File: src/rtl/result_writer_pkg.sv
// result_writer_pkg
//   Shared widths, the packed lane-group type and the writer FSM state
//   encoding for result_writer and its group FIFO.
//   The optional RESULT_WRITER_SAT_EN macro is consumed in result_writer.sv.
package result_writer_pkg;

  localparam int DATA_W = 18;   // ALU lane result width
  localparam int OUT_W  = 16;   // result RAM word width
  localparam int LANES  = 4;    // lanes per ALU group

  // {res1,res2,res3,res4}: res1 sits in the highest lane index
  typedef logic [LANES-1:0][DATA_W-1:0] group_t;

  typedef enum logic [1:0] {
    IDLE  = 2'd0,
    WRITE = 2'd1,
    DONE  = 2'd2
  } state_e;

endpackage

File: src/rtl/result_group_fifo.sv
// result_group_fifo
//   Two-entry FIFO of whole lane groups. A pop frees its entry in the same
//   cycle, so a push into a full FIFO is accepted when it coincides with a pop.
//   Ports:
//     i_clk, i_rst     clock, async active-high reset
//     i_push, i_data   push request and group to store
//     i_pop            pop request (ignored when empty)
//     o_full           two entries held
//     o_head_nxt       head group as it will be after this edge
//     o_empty_nxt      FIFO will be empty after this edge
module result_group_fifo #(
  parameter int W = 72
) (
  input  logic         i_clk,
  input  logic         i_rst,
  input  logic         i_push,
  input  logic [W-1:0] i_data,
  input  logic         i_pop,
  output logic         o_full,
  output logic [W-1:0] o_head_nxt,
  output logic         o_empty_nxt
);

  logic [W-1:0] r_mem [2];
  logic         r_rd;
  logic         r_wr;
  logic [1:0]   r_cnt;

  logic         w_pop;
  logic         w_push;
  logic         w_rd_nxt;
  logic [1:0]   w_cnt_nxt;

  assign w_pop  = i_pop && (r_cnt != 2'd0);
  assign w_push = i_push && ((r_cnt != 2'd2) || w_pop);
  assign o_full = (r_cnt == 2'd2);

  always_comb begin
    w_cnt_nxt = r_cnt;
    case ({w_push, w_pop})
      2'b10:   w_cnt_nxt = r_cnt + 2'd1;
      2'b01:   w_cnt_nxt = r_cnt - 2'd1;
      default: w_cnt_nxt = r_cnt;
    endcase
  end

  assign w_rd_nxt    = w_pop ? ~r_rd : r_rd;
  assign o_empty_nxt = (w_cnt_nxt == 2'd0);

  // Look-ahead head lets the writer register its outputs one edge early.
  always_comb begin
    o_head_nxt = '0;
    if (w_cnt_nxt != 2'd0) begin
      if (w_push && (r_wr == w_rd_nxt)) o_head_nxt = i_data;
      else                              o_head_nxt = r_mem[w_rd_nxt];
    end
  end

  always_ff @(posedge i_clk) begin
    if (w_push) r_mem[r_wr] <= i_data;
  end

  always_ff @(posedge i_clk or posedge i_rst) begin
    if (i_rst) begin
      r_rd  <= 1'b0;
      r_wr  <= 1'b0;
      r_cnt <= 2'd0;
    end else begin
      if (w_push) r_wr <= ~r_wr;
      if (w_pop)  r_rd <= ~r_rd;
      r_cnt <= w_cnt_nxt;
    end
  end

endmodule

File: src/rtl/result_writer.sv
// result_writer
//   Captures four-lane ALU result groups, buffers two, and writes them one
//   word per cycle into the result RAM, honouring ram_busy. Pulses wr_done
//   once a frame (closed by frame_done) is fully committed.
//   Optional macro: RESULT_WRITER_SAT_EN -> saturate words to OUT_W bits
//   instead of truncating.
//   Ports:
//     clk, rst                 clock, async active-high reset
//     res_valid, res1..res4    group strobe and lane results
//     frame_done               last group of the frame
//     ram_busy                 RAM refuses a write this cycle
//     ram_we/ram_addr/ram_wdata  RAM write port (registered)
//     wr_done                  frame committed pulse
//     overflow                 sticky group-dropped flag
//     busy                     FIFO non-empty or frame end pending
//
//   state | meaning
//   IDLE  | nothing queued, no write request
//   WRITE | presenting word word_idx of the head group
//   DONE  | frame drained: wr_done pulse, address back to 0
module result_writer #(
  parameter int DATA_W = result_writer_pkg::DATA_W,
  parameter int OUT_W  = result_writer_pkg::OUT_W,
  parameter int ADDR_W = 4
) (
  input  logic              clk,
  input  logic              rst,
  input  logic              res_valid,
  input  logic [DATA_W-1:0] res1,
  input  logic [DATA_W-1:0] res2,
  input  logic [DATA_W-1:0] res3,
  input  logic [DATA_W-1:0] res4,
  input  logic              frame_done,
  input  logic              ram_busy,
  output logic              ram_we,
  output logic [ADDR_W-1:0] ram_addr,
  output logic [OUT_W-1:0]  ram_wdata,
  output logic              wr_done,
  output logic              overflow,
  output logic              busy
);
  import result_writer_pkg::*;

  localparam logic [1:0] LAST_LANE = 2'(LANES - 1);

  state_e                        r_state;
  state_e                        w_state_nxt;
  logic                          r_pend;
  logic                          r_ovf;
  logic                          r_we;
  logic                          r_done;
  logic                          r_busy;
  logic [1:0]                    r_idx;
  logic [ADDR_W-1:0]             r_addr;
  logic [OUT_W-1:0]              r_wdata;

  logic                          w_full;
  logic                          w_empty_nxt;
  logic [LANES-1:0][DATA_W-1:0]  w_head_nxt;
  logic                          w_commit;
  logic                          w_pop;
  logic                          w_pend_nxt;
  logic [1:0]                    w_idx_nxt;
  logic [ADDR_W-1:0]             w_addr_nxt;
  logic [OUT_W-1:0]              w_wdata_nxt;

  function automatic logic [OUT_W-1:0] conv(input logic [DATA_W-1:0] v);
`ifdef RESULT_WRITER_SAT_EN
    conv = ((v >> OUT_W) != '0) ? '1 : OUT_W'(v);
`else
    conv = OUT_W'(v);
`endif
  endfunction

  result_group_fifo #(.W(LANES * DATA_W)) u_fifo (
    .i_clk       (clk),
    .i_rst       (rst),
    .i_push      (res_valid),
    .i_data      ({res1, res2, res3, res4}),
    .i_pop       (w_pop),
    .o_full      (w_full),
    .o_head_nxt  (w_head_nxt),
    .o_empty_nxt (w_empty_nxt)
  );

  // ram_busy only gates commits; the request itself comes from a flop.
  assign w_commit   = (r_state == WRITE) && !ram_busy;
  assign w_pop      = w_commit && (r_idx == LAST_LANE);
  assign w_pend_nxt = frame_done || (r_pend && (r_state != DONE));
  assign w_idx_nxt  = w_commit ? r_idx + 2'd1 : r_idx;

  always_comb begin
    w_addr_nxt = r_addr;
    if (r_state == DONE) w_addr_nxt = '0;
    else if (w_commit)   w_addr_nxt = r_addr + 1'b1;
  end

  always_comb begin
    w_state_nxt = r_state;
    case (r_state)
      IDLE: begin
        if (!w_empty_nxt)    w_state_nxt = WRITE;
        else if (w_pend_nxt) w_state_nxt = DONE;
      end
      WRITE: begin
        if (w_pop && w_empty_nxt) w_state_nxt = w_pend_nxt ? DONE : IDLE;
      end
      DONE: begin
        w_state_nxt = w_empty_nxt ? IDLE : WRITE;
      end
      default: w_state_nxt = IDLE;
    endcase
  end

  // res1 is word 0 and lives in the top lane of the packed group.
  assign w_wdata_nxt = conv(w_head_nxt[LAST_LANE - w_idx_nxt]);

  always_ff @(posedge clk or posedge rst) begin
    if (rst) begin
      r_state <= IDLE;
      r_pend  <= 1'b0;
      r_ovf   <= 1'b0;
      r_we    <= 1'b0;
      r_done  <= 1'b0;
      r_busy  <= 1'b0;
      r_idx   <= 2'd0;
      r_addr  <= '0;
      r_wdata <= '0;
    end else begin
      r_state <= w_state_nxt;
      r_pend  <= w_pend_nxt;
      r_ovf   <= r_ovf || (res_valid && w_full && !w_pop);
      r_we    <= (w_state_nxt == WRITE);
      r_done  <= (w_state_nxt == DONE);
      r_busy  <= !w_empty_nxt || w_pend_nxt;
      r_idx   <= w_idx_nxt;
      r_addr  <= w_addr_nxt;
      r_wdata <= (w_state_nxt == WRITE) ? w_wdata_nxt : '0;
    end
  end

  assign ram_we    = r_we;
  assign ram_addr  = r_addr;
  assign ram_wdata = r_wdata;
  assign wr_done   = r_done;
  assign overflow  = r_ovf;
  assign busy      = r_busy;

endmodule
File: config.mk
export PLATFORM = sky130hd
export DESIGN_NAME = result_writer
export DESIGN_NICKNAME = d
export VERILOG_FILES = /design/src/rtl/result_writer_pkg.sv /design/src/rtl/result_group_fifo.sv /design/src/rtl/result_writer.sv
export SDC_FILE = /design/constraint.sdc
export NUM_CORES = 1
export LEC_CHECK = 0
export BUFFER_PORTS_ARGS = -buffer_cell sky130_fd_sc_hd__buf_2
export CAP_MARGIN = 25
export CELL_PAD_IN_SITES_DETAIL_PLACEMENT = 1
export CELL_PAD_IN_SITES_GLOBAL_PLACEMENT = 2
export CORE_MARGIN = 3
export CORE_UTILIZATION = 43
export CTS_CLUSTER_DIAMETER = 100
export DETAILED_ROUTE_END_ITERATION = 8
export PLACE_DENSITY = 0.93
export SYNTH_ARGS = -nofsm -noshare
export SYNTH_HDL_FRONTEND = slang
export SYNTH_SLANG_ARGS = --single-unit
File: constraint.sdc
create_clock -name clk -period 12.2 [get_ports clk]
set_clock_uncertainty 0.1 [all_clocks]
set_input_delay 2.44 -clock clk [delete_from_list [all_inputs] [get_ports clk]]
set_output_delay 2.44 -clock clk [all_outputs]
set_load 0.02 [all_outputs]
==> metrics.md <==
| Metric | Value |
|---|---|
| Status | complete, no violations |
| Top cells by area, synth | edfxtp_1 (57%), dfrtp_1 (12%), mux4_2 (5.3%) |
| Leakage dissipation | 3.04 nW |
| Final ANT Viol Nets | 0 |
| Avg Cell Area, Syn | 15.0 µm² |
| Resized cells post-CTS | 0 |
| CP startpoint kind | input port |
| Yosys cell types | 46 |
| Final WS setup | 6.75 ns |
| Nets@finish | between 600 and 700 |
| Wire length of the first global-routing pass | 28,200 µm |
| HP Class | reg -> reg |
| Die area | 0.0173 mm² |
| Worst vdd ir | about 0.14 mV |
| Vias in the first global route | 4,922 |
| Cells after Synth | 451 |
| Post-synthesis register bit count | 161 |
| Inst Count DP | 734 |
| DR pass1 iterations | 4 |
| Share of Yosys cell area claimed by the top area cell type | 0.568 |
| Fin. max-slew vios | 0 |
| Die W | about 130 µm |
| Final hold vios | 0 |
| Via/cell ratio | 5.91 |
| Clock sink count | ~160 |
| RSZ-0062 raised after global routing | false |
| Top FF cell, synth | edfxtp_1 |
| # fillers | 1,516 |
| Worst path arrival time | 5.71 ns |
| Max layer used | met4 |
| Ports | 101 |
| HPWL Detailed | 11,000 µm |
| Clk buf depth | 2 |
| Root Driver | clkbuf_16 |
| GPL Wtd Cong | 0.773 |
| Syn Std Cell Area | 0.00677 mm² |
| Drt drc | 0 |
| Reg power frac | 0.343 |
| Period utilization | 0.447 |
| Int Pwr | between 1.5 and 2 mW |
| CTS buffer count | 17 |
| Final WL | approximately 18,000 µm |
| Top-count cell post-synth | edfxtp_1 |
| WP data required | roughly 12 ns |
| Metal-1 WL | ~7400 µm |
| Row count | 45 |
| Clock share of power | 0.234 |
| Max Fclk | 183 MHz |
| Pin count of the biggest net entering global routing | 65 |
| Metal2 WL | 9690 µm |
| Area grow syn2layout | 20.0% |
| P_sw | about 0.94 mW |
| Core area | roughly 0.015 mm² |
| Post-layout instance area | 0.00813 mm² |
| Post-synth top area cell | edfxtp_1 |
| Cell Pwr Density | 303 mW/mm² |
| Async set-reset flop share out of synthesis | 0.205 |
| Endpoints failing setup | 0 |
| Layout cell share with drive strength beyond 1 | 0.295 |
| TNS Setup | 0 ns |
| Switching Share | 0.382 |
| GRT Util Overall | 0.215 |
| Net Count, Synth | 531 |
| Worst-path fanout max | 44 |
| Htree depth | 4 |
| Initial antenna violation count | 0 |
| EDFF count, synth | 128 |
| Synth warnings | 0 |
| Die H | 132 µm |
| Hold buffer count at cts | 0 |
| Met3 Wirelength | 882 µm |
| Final std cells w/o fill | 767 |
| Sequential fraction of the synthesis area | 0.689 |
| CP Class | in -> reg |
| Post-CTS setup buffers | 0 |
| Port buffer count | 92 |
| Initial core utilization | 0.442 |
| Synth cell count leaders | edfxtp_1 (128), nand2_1 (62), dfrtp_1 (33) |
| CP endpoint kind | flop |
| Worst reg-to-reg path cell count | 9 |
| Logic pwr share | 0.423 |
| GRT overflow | 0 |
| Dpl ws | 6.06 ns |
| MaxCap Viol Count | 0 |
| ANT cells | 0 |
| Routed len/inst | around 24 µm |
| Rel. slew slack | 0.274 |
| Final min period | 5.45 ns |
| Worst-Margin Slew | between 1 and 1.5 ns |
| Worst-Skew Late Latency | 0.43 ns |
| Post-route core utilization | 0.531 |
| Worst-path clk slew | 0.06 ns |
| Post-DP Area | 0.00747 mm² |
| 1st-iter DRT viols | 385 |
| CTS tree | yes |
| Vias | between 4k and 5k |
| Worst hold path depth | 1 |
-- layer usage --
metal	global-route usage	vias up
met5	0	-
met4	0.0863	0
met1	0.262	2370
li1	-	1965
met2	0.374	161
met3	0.0456	34
-- cells by family after synthesis --
logic type               count (synthesis)  synth area share
XOR/XNOR                                 6           0.00776
flip-flops                             161             0.689
adder cells (fa/ha/maj)                  3           0.00554
AO/OA/AOI/OAI                           85            0.0964
AND/OR/NAND/NOR                        131            0.0968
multiplexers                            25            0.0765
buffers and inverters                   40            0.0275
-- final timing paths --
| check | start | slack (ns) | to |
|---|---|---|---|
| worst min-delay path | overflow$_DFF_PP0_ | 0.40 | overflow$_DFF_PP0_ |
| worst max-delay path | ram_busy | 6.75 | ram_wdata[11]$_DFF_PP0_ |
| worst max register to register | r_idx[0]$_DFF_PP0_ | 8.11 | ram_wdata[11]$_DFF_PP0_ |
| min in group asynchronous | rst | 2.03 | ram_wdata[7]$_DFF_PP0_ |
| max in group asynchronous | rst | 9.59 | ram_wdata[3]$_DFF_PP0_ |
| worst min register to register | overflow$_DFF_PP0_ | 0.40 | overflow$_DFF_PP0_ |
-- flip-flops by register name (all words and copies together), names as in the netlist, 2 cells and up --
| register | cells |
|---|---|
| ram_addr | 4 |
| r_state | 2 |
| r_idx | 2 |
| u_fifo.r_cnt | 2 |
| ram_wdata | 16 |
| u_fifo.r_mem | 128 |
-- stage by stage --
| stage | hold WS [ns] | total power, mW |
|---|---|---|
| 2_1_floorplan | 0.356 | 1.54 |
| 3_3_place_gp | 0.364 | 1.80 |
| 3_5_place_dp | 0.387 | 1.87 |
| 4_1_cts | 0.404 | 2.47 |
| 5_1_grt | 0.439 | 2.59 |
| 6_report | 0.400 | 2.47 |
-- worst max-delay path, stage by stage --
cell and delay (ns):
buf_2 0.14, nand4bb_4 0.26, or3_1 0.83, and2_4 0.54, inv_2 0.29, buf_12 0.28, a211oi_1 0.14, a311oi_1 0.49
a32o_1 0.27
-- cell usage in the layout, fill, tap and decap left out, types with 7 or more instances in the layout --
master / netlist / routed
inv_1: 10 / 10
nand3_1: 14 / 14
clkbuf_16: 0 / 17
and3_1: 28 / 27
edfxtp_1: 128 / 128
buf_4: 1 / 8
a311oi_1: 13 / 13
a211oi_1: 27 / 27
a32o_1: 14 / 14
nand2_1: 62 / 62
mux4_2: 16 / 16
buf_2: 8 / 92
dfrtp_1: 33 / 33
nor2_1: 8 / 7
a21oi_1: 10 / 9
-- final cells by class --
cell class | instances | area [µm²] | share of cell area
clock inverter | 14 | 203 | 0.0249
timing repair buffer | 102 | 556 | 0.0683
sequential | 161 | 4670 | 0.574
multi-input combinational | 250 | 1960 | 0.241
clock buffer | 18 | 439 | 0.0540
tap | 211 | 264 | 0.0325
inverter | 11 | 41.3 | 0.00508
-- power by group through the flow --
stage	clock network, mW	registers [mW]	logic (mW)
floorplan	0	0.872	0.671
global placement	0	0.839	0.960
detailed placement	0	0.853	1.02
CTS	0.585	0.846	1.04
global route	0.606	0.857	1.13
finish	0.578	0.846	1.04
No activity file was read; power rests on OpenSTA's default activity.
